[src/rtl/ising_pkg.sv]
// Shared definitions for the Ising run sequencer: FSM state encoding and
// default timing/width parameters.
package ising_pkg;

  typedef enum logic [2:0] {
    S_IDLE = 3'd0,
    S_LOAD = 3'd1,
    S_HOLD = 3'd2,
    S_RUN  = 3'd3,
    S_CAPT = 3'd4,
    S_FIN  = 3'd5
  } run_state_e;

  localparam int RST_CYCLES_DEF = 4;
  localparam int IDX_W_DEF      = 16;

endpackage

[src/rtl/popcount.sv]
// Combinational population count of a W-bit vector; counts the phase bits
// that flipped between consecutive runs.
module popcount #(
  parameter int W     = 3,
  parameter int OUT_W = $clog2(W + 1)
) (
  input  logic [W-1:0]     bits_i,
  output logic [OUT_W-1:0] cnt_o
);

  always_comb begin
    cnt_o = '0;
    for (int i = 0; i < W; i++) begin
      cnt_o = cnt_o + OUT_W'(bits_i[i]);
    end
  end

endmodule

[src/rtl/ising_run_ctrl.sv]
// Run sequencer: loads weights into the core, then performs num_runs anneal
// runs and streams the captured phases out. Optional stats: ISING_RUN_STATS_EN.
//
// state  | meaning
// IDLE   | waiting for start, array held in reset
// LOAD   | accepting weight beats, forwarding them to the core write port
// HOLD   | ising_rstn low for RST_CYCLES cycles
// RUN    | ising_rstn high for run_cycles cycles
// CAPT   | phase captured, result offered until res_ready
// FIN    | one-cycle done pulse, back to IDLE
module ising_run_ctrl
  import ising_pkg::*;
#(
  parameter int N          = 3,
  parameter int RST_CYCLES = RST_CYCLES_DEF,
  parameter int IDX_W      = IDX_W_DEF
) (
  input  logic             clk,
  input  logic             rst,
  input  logic             start,
  input  logic [IDX_W-1:0] num_runs,
  input  logic [31:0]      run_cycles,
  input  logic [31:0]      cfg_counter_max,
  input  logic [31:0]      cfg_counter_cutoff,
  input  logic             wt_valid,
  output logic             wt_ready,
  input  logic [31:0]      wt_addr,
  input  logic [31:0]      wt_data,
  input  logic             wt_last,
  output logic             res_valid,
  input  logic             res_ready,
  output logic [N-1:0]     res_phase,
  output logic [IDX_W-1:0] res_idx,
  output logic             busy,
  output logic             done,
  output logic             ising_rstn,
  output logic             axi_rstn,
  output logic             wready,
  output logic [31:0]      wr_addr,
  output logic [31:0]      wdata,
  output logic [31:0]      counter_max,
  output logic [31:0]      counter_cutoff,
  input  logic [N-1:0]     phase
`ifdef ISING_RUN_STATS_EN
  ,
  output logic [IDX_W-1:0] res_flips,
  output logic [31:0]      job_cycles
`endif
);

  localparam logic [31:0]      HOLD_LOAD = 32'(RST_CYCLES - 1);
  localparam logic [IDX_W-1:0] IDX_ONE   = IDX_W'(1);

  run_state_e       state_q;
  logic [31:0]      timer_q;
  logic [IDX_W-1:0] num_runs_q;
  logic [31:0]      run_cycles_q;
  logic [IDX_W-1:0] run_cnt_q;
  logic [IDX_W-1:0] run_cnt_d;
  logic             wt_ready_q, res_valid_q, busy_q, done_q;
  logic             ising_rstn_q, axi_rstn_q, wready_q;
  logic [31:0]      wr_addr_q, wdata_q, cmax_q, ccut_q;
  logic [N-1:0]     res_phase_q;
  logic [IDX_W-1:0] res_idx_q;

  // run_cnt_q never exceeds num_runs_q - 1, so the increment cannot wrap
  assign run_cnt_d = run_cnt_q + IDX_ONE;

  always_ff @(posedge clk) begin
    if (rst) begin
      state_q      <= S_IDLE;
      timer_q      <= '0;
      num_runs_q   <= '0;
      run_cycles_q <= '0;
      run_cnt_q    <= '0;
      wt_ready_q   <= 1'b0;
      res_valid_q  <= 1'b0;
      busy_q       <= 1'b0;
      done_q       <= 1'b0;
      ising_rstn_q <= 1'b0;
      axi_rstn_q   <= 1'b0;
      wready_q     <= 1'b0;
      wr_addr_q    <= '0;
      wdata_q      <= '0;
      cmax_q       <= '0;
      ccut_q       <= '0;
      res_phase_q  <= '0;
      res_idx_q    <= '0;
    end else begin
      axi_rstn_q <= 1'b1;
      wready_q   <= 1'b0;
      case (state_q)
        S_IDLE: begin
          if (start) begin
            num_runs_q   <= num_runs;
            run_cycles_q <= (run_cycles == 32'd0) ? 32'd1 : run_cycles;
            cmax_q       <= cfg_counter_max;
            ccut_q       <= cfg_counter_cutoff;
            run_cnt_q    <= '0;
            busy_q       <= 1'b1;
            wt_ready_q   <= 1'b1;
            state_q      <= S_LOAD;
          end
        end
        S_LOAD: begin
          if (wt_valid) begin
            wready_q  <= 1'b1;
            wr_addr_q <= wt_addr;
            wdata_q   <= wt_data;
            if (wt_last) begin
              wt_ready_q <= 1'b0;
              if (num_runs_q == '0) begin
                done_q  <= 1'b1;
                state_q <= S_FIN;
              end else begin
                timer_q <= HOLD_LOAD;
                state_q <= S_HOLD;
              end
            end
          end
        end
        S_HOLD: begin
          if (timer_q == 32'd0) begin
            ising_rstn_q <= 1'b1;
            timer_q      <= run_cycles_q - 32'd1;
            state_q      <= S_RUN;
          end else begin
            timer_q <= timer_q - 32'd1;
          end
        end
        S_RUN: begin
          if (timer_q == 32'd0) begin
            ising_rstn_q <= 1'b0;
            res_valid_q  <= 1'b1;
            res_phase_q  <= phase;
            res_idx_q    <= run_cnt_q;
            state_q      <= S_CAPT;
          end else begin
            timer_q <= timer_q - 32'd1;
          end
        end
        S_CAPT: begin
          if (res_ready) begin
            res_valid_q <= 1'b0;
            run_cnt_q   <= run_cnt_d;
            if (run_cnt_d < num_runs_q) begin
              timer_q <= HOLD_LOAD;
              state_q <= S_HOLD;
            end else begin
              done_q  <= 1'b1;
              state_q <= S_FIN;
            end
          end
        end
        S_FIN: begin
          done_q  <= 1'b0;
          busy_q  <= 1'b0;
          state_q <= S_IDLE;
        end
        default: state_q <= S_IDLE;
      endcase
    end
  end

  assign wt_ready       = wt_ready_q;
  assign res_valid      = res_valid_q;
  assign res_phase      = res_phase_q;
  assign res_idx        = res_idx_q;
  assign busy           = busy_q;
  assign done           = done_q;
  assign ising_rstn     = ising_rstn_q;
  assign axi_rstn       = axi_rstn_q;
  assign wready         = wready_q;
  assign wr_addr        = wr_addr_q;
  assign wdata          = wdata_q;
  assign counter_max    = cmax_q;
  assign counter_cutoff = ccut_q;

`ifdef ISING_RUN_STATS_EN
  logic [N-1:0]     prev_phase_q;
  logic [IDX_W-1:0] flips_d;
  logic [IDX_W-1:0] res_flips_q;
  logic [31:0]      job_cycles_q;

  popcount #(.W(N), .OUT_W(IDX_W)) u_popcount (
    .bits_i (phase ^ prev_phase_q),
    .cnt_o  (flips_d)
  );

  // job_cycles includes the FIN cycle, so it equals the busy length at done
  always_ff @(posedge clk) begin
    if (rst) begin
      prev_phase_q <= '0;
      res_flips_q  <= '0;
      job_cycles_q <= '0;
    end else begin
      if (state_q == S_IDLE && start) begin
        job_cycles_q <= 32'd1;
      end else if (busy_q && state_q != S_FIN && job_cycles_q != '1) begin
        job_cycles_q <= job_cycles_q + 32'd1;
      end
      if (state_q == S_RUN && timer_q == 32'd0) begin
        prev_phase_q <= phase;
        res_flips_q  <= (run_cnt_q == '0) ? '0 : flips_d;
      end
    end
  end

  assign res_flips  = res_flips_q;
  assign job_cycles = job_cycles_q;
`endif

endmodule

[config.mk]
export PLATFORM = sky130hd
export DESIGN_NAME = ising_run_ctrl
export DESIGN_NICKNAME = d
export VERILOG_FILES = /design/src/rtl/ising_pkg.sv /design/src/rtl/popcount.sv /design/src/rtl/ising_run_ctrl.sv
export SDC_FILE = /design/constraint.sdc
export NUM_CORES = 1
export LEC_CHECK = 0
export CAP_MARGIN = 20
export CORE_MARGIN = 2
export CORE_UTILIZATION = 28
export DETAILED_ROUTE_END_ITERATION = 10
export GPL_TIMING_DRIVEN = 1
export PLACE_DENSITY_LB_ADDON = 0.12
export SYNTH_ARGS = -nofsm -noshare
export SYNTH_HDL_FRONTEND = slang
export SYNTH_SLANG_ARGS = --single-unit
[constraint.sdc]
create_clock -name clk -period 4.3 [get_ports clk]
set_input_delay 0.86 -clock clk [delete_from_list [all_inputs] [get_ports clk]]
set_output_delay 0.86 -clock clk [all_outputs]
set_load 0.01 [all_outputs]
==> results.cfg <==
[status]
status = finished, final reports clean

[worst_setup_path]
worst-path-max-fanout = 20
cp-end-kind = flop
worstReg2RegStart = run_cnt_q[2]$_SDFFE_PP0P_
r2r-end = timer_q[0]$_SDFFE_PP0P_
worst-setup-path-type = flop to flop
crit_required_ps = 4790
arrival_ps = 4210
start_kind = flop
r2r_slack_ps = 580
ff2ff_path_depth = 14

[drt]
first_pass_iters = 5
ant_nets = 0
vias_per_cell = 4.83
drc = 0
drt_iter0_drc = 606
wire_per_inst_um = 17.3
drt-total-wl_um = 39900
vias = 11119

[cts]
hold_buffers = 0
cts_root_buf = clkbuf_16
htree_levels = 1
cts_buffers = 31
numClockSinks = 253
cts_tree = built
cts.clk_slew.worst_paths_ps = 60
cts_setup_buffers = 0
cts_buffer_depth = 3
clk_latency_ps = 580
cts_resized = 0

[cells_and_area]
area_delta_synth_final_pct = 43.8
seqCellArea_mm2 = 0.00506
nFillCells = 4010
multiInputGateArea_mm2 = 0.00552
final_nets = 1965
drive_gt1_frac = 0.0499
final_cells = 2301
final_util = 0.409
design_area_mm2 = 0.0159

[power]
power_density_mw_per_mm2 = 689
vdd_drop_max_mv = 0.586
leakage_nw = 5.76

[global_route]
grtUsageTotal = 0.188
grt_max_degree = 153
grt_pass1_wl_um = 61900
grt.overflow.total = 0
antenna_found_initial = 2
first_global_vias = 10916

[timing]
tightest_slew_ps = 981
relSlewSlack = 0.344
tns_ps = 0
fin_crit_ps = 3720
rsz0062_at_grt = false
fmax_mhz = 269
fin_crit_sh = 0.866
hold-worst-slack_ps = 452
slew_violations = 0
finalHoldViolCount = 0
fin_worst_skew_ps = 16.4
setup_violations = 0

[die]
num_rows = 72
io_pins = 339
die_w_um = 203
die-area_mm2 = 0.0411
die_h_um = 203
coreArea_mm2 = 0.0388
initial_core_util = 0.285

[synth]
synth_top_area_frac = 0.458
ys_ff_latch = 253
synth-edff-count = 0
synth_area_per_cell_um2 = 7.53
synth_fp_nets = 1671
synth_cell_types = 62
ys_async_sr_fraction = 0
ys_seq_area_frac = 0.458
ys_warn_count = 0
synth_flop_cell = dfxtp_1
syn_area_mm2 = 0.0111
synth_area_leaders = dfxtp_1, nand2_1, a21oi_1
synth_cells = 1468
yosys.area.top_type = dfxtp_1

[placement]
portBuffers = 338
place_hpwl_um = 28300
dpl_cell_area_mm2 = 0.0149
dp_cells = 2246
gp_congestion = 0.831

[worst_hold_path]
min_to = wdata[0]$_SDFFE_PP0P_
hold_depth = 2
hold_path_class = flop to flop
worstHoldStart = wdata[0]$_SDFFE_PP0P_

[flow_run]
cap_violations = 0
[cell usage after synthesis, types with 3 or more instances]
cell type and count:
and3_1 11, xor2_1 24, a31oi_1 6, o21ai_1 3, o21ai_0 41, nand2b_1 5
nor2_1 75, clkbuf_1 89, inv_1 29, a21oi_1 243, buf_4 3, xnor2_1 24
o211ai_1 11, nor4_1 31, dfxtp_1 253, nand3_1 27, a211o_1 3, a31o_2 3
or4_1 9, ha_1 18, buf_2 5, o31ai_1 3, or3_1 9, nor3_1 31
nand2_1 445, nand4_1 11, a22o_1 5, a211oi_1 4, a21o_1 4
[worst max path at each step]
stage                                   start                  endpoint  slack, ps  cells past startpoint
floorplan           run_cnt_q[2]$_SDFFE_PP0P_  timer_q[16]$_SDFFE_PP0P_       1050                     16
global placement    run_cnt_q[0]$_SDFFE_PP0P_   timer_q[0]$_SDFFE_PP0P_        760                     15
detailed placement  run_cnt_q[2]$_SDFFE_PP0P_   timer_q[0]$_SDFFE_PP0P_        600                     14
CTS                 run_cnt_q[2]$_SDFFE_PP0P_   timer_q[0]$_SDFFE_PP0P_        570                     14
global route        run_cnt_q[2]$_SDFFE_PP0P_   timer_q[0]$_SDFFE_PP0P_        210                     14
finish              run_cnt_q[2]$_SDFFE_PP0P_   timer_q[0]$_SDFFE_PP0P_        580                     14
[metrics by stage]
step | total power [mW] | setup WS [ps]
after detailed placement | 8.45 | 600
after global placement | 8.43 | 758
after CTS | 11.0 | 574
final | 10.9 | 576
after floorplan | 6.50 | 1050
after global routing | 11.8 | 214
[kinds of logic after synthesis]
logic type                 synth area share
muxes                               0.00192
AOI/OAI and AO/OA                     0.174
buffers and inverters                0.0457
adders and majority gates            0.0204
and+or+nand+nor                       0.262
xor gates and xnor gates             0.0380
DFF                                   0.458
[worst max-delay path: stages, from the launching register on]
cell      delay (ps)
dfxtp_1          420
and3_1           270
and4_1           320
and3_1           290
nand3_1          120
xnor2_1          250
ha_1             310
nand4_1          150
nor3_1            80
nor4_1           380
a31o_2           260
nand3_1           80
buf_4            230
a31o_2           230
a211oi_1         240
[layout by cell type (no fill, tap or decap), types with 29 or more instances in the layout]
cell type        instances
a21oi_1                243
inv_1                   29
nor3_1                  29
nor4_1                  30
nor2_1                  75
clkdlybuf4s50_1        337
nand2_1                445
clkbuf_16               31
dfxtp_1                253
o21ai_0                 41
[sequential cells by signal, indices dropped and copies added, names as in the netlist, 3 cells and up]
| signal | count |
|---|---|
| num_runs_q | 16 |
| res_phase | 3 |
| run_cycles_q | 32 |
| res_idx | 16 |
| wr_addr | 32 |
| counter_cutoff | 32 |
| state_q | 3 |
| wdata | 32 |
| timer_q | 32 |
| run_cnt_q | 16 |
| counter_max | 32 |
[routing by layer]
layer,global-route usage,up-vias,part of all wire
met5,0,-,0.00033
met4,0.0506,2,0.026
met3,0.0592,65,0.073
met2,0.322,286,0.49
met1,0.227,5210,0.41
li1,-,5556,-
[power by group]
part / internal [mW] / total, mW / switching [mW]
logic: 2.05 / 5.25 / 3.21
clock network: 1.47 / 2.52 / 1.04
registers: 2.78 / 3.18 / 0.401
[area by class of cell]
type	count	area share
antenna	1	0.000157
clock buffer	48	0.0585
clock inverter	5	0.00276
inverter	29	0.00685
multi-input combinational	1087	0.347
sequential	253	0.319
tap	518	0.0408
timing repair buffer	360	0.225
No activity file was read; power rests on OpenSTA's default activity.
==> patch: new RTL, config.mk and constraints unchanged <==
Re-encode `run_state_e` (6 states) as one-hot, 6 bits wide.
--- a/src/rtl/ising_pkg.sv
+++ b/src/rtl/ising_pkg.sv
@@ -3,11 +3,11 @@
 package ising_pkg;
 
-  typedef enum logic [2:0] {
-    S_IDLE = 3'd0,
-    S_LOAD = 3'd1,
-    S_HOLD = 3'd2,
-    S_RUN  = 3'd3,
-    S_CAPT = 3'd4,
-    S_FIN  = 3'd5
+  typedef enum logic [5:0] {
+    S_IDLE = 6'b000001,
+    S_LOAD = 6'b000010,
+    S_HOLD = 6'b000100,
+    S_RUN  = 6'b001000,
+    S_CAPT = 6'b010000,
+    S_FIN  = 6'b100000
   } run_state_e;
 
Function: no difference found for any inputs over 4 cycles, from zero or initial values and one cycle with rst high; so few cycles prove little.
==> patch against the original RTL <==
Worst hold slack got worse by 0.0049 ns; sequential cell count up 3; worst setup slack worse by 0.11 ns; die area increased by 0.78%; routed wire length down 5.0%; critical path depth stayed put; final area increased by 1.5%; non-clock buffer count down 1; clock skew down 0.0046 ns; synthesized area rose by 0.79%; largest cell class unchanged.
Power is not compared: it rests on default switching activity, and its combinational part moved more than twofold at a synthesized area within 25%.
==> patch: results (changes against the original RTL) <==
Outcome
  – Outcome: complete, no violations

Detailed routing
  – Final WL: 37900 um (-5.0%)
  – 1st-iter DRT viols: 514 (-15%)
  – Vias: 11100 (+0.22%)

Placement
  – Placer Congestion: 0.789 (-5.0%)
  – Place WS: 0.382 ns (-0.217 ns)
  – Detailed placement HPWL: 26400 um (-6.7%)

Clocking
  – CTS Buf Count: 34 (+9.7%)
  – Htree depth: 2 (+1)
  – Worst-Skew Late Latency: 0.54 ns (-0.04 ns)

Timing
  – Final min period: 3.84 ns (+0.113 ns)
  – Fin Clk Skew: 0.0118 ns (-0.00461 ns)
  – Worst hold slack: 0.447 ns (-0.00486 ns)

Synthesis
  – Largest cells by area after synthesis: dfxtp_1 46%, nand2_1 15%, a21oi_1 11%
  – Sequential element share of the synthesized area: 46.0% (+0.18 points)
  – Synth Area per Inst: 7.57 sq um (+0.59%)
  – Mapped Nets: 1674 (+0.18%)

Global routing
  – Pin count of the biggest net entering global routing: 110 (-28%)
  – Global-route wire length before repair: 59000 um (-4.8%)

Finish
  – Non-CTS inverters: 24 (-17%)
  – Nets: 1970 (+0.25%)
  – # diodes: 0 (-1)
  – Clock-cell share of area: 7.12% (+1.0 points)
  – Fraction of layout cells with a size suffix above 1: 5.19% (+0.20 points)
  – Bufs w/o clock: 359 (-0.28%)

Setup path
  – Max FO, Critical Path: 29 (+45%)
  – Minimum setup slack among reg-to-reg paths: 0.46 ns (-0.11 ns)

Worst hold path
  – WHS Endpoint: res_idx[0]

Floorplan
  – Row count: 73 (+1.4%)
==> patch: worst max-delay path: cells and delay by family (launching register included) <==
kind	cells	cell delay, ns
simple gates	7	1.46
flops	1	0.41
xor+xnor	1	0.22
fa+ha+maj	2	0.54
buf+inv	1	0.32
compound gates	3	0.79
==> patch: cells by family after synthesis <==
logic type	count (synthesis)	synth area share (%)
AOI/OAI and AO/OA	363	17.9
buffers and inverters	123	4.46
adders and majority gates	18	2.02
DFF	256	46.0
xor gates and xnor gates	44	3.46
and+or+nand+nor	667	26.1
==> patch: power breakdown <==
part	switching [uW]	internal (uW)
Clock	1110	1800
Sequential	60.3	2460
Combinational	384	383
==> patch: layer usage <==
metal | part of all wire [%] | GRT usage (%) | up-vias | wire (um)
met1 | 43 | 22.0 | 5244 | 16500
met3 | 6.6 | 5.69 | 47 | 2500
met4 | 2.1 | 5.37 | 0 | 802
met5 | 0 | 0 | - | 0
met2 | 48 | 29.8 | 252 | 18100
li1 | - | - | 5600 | -
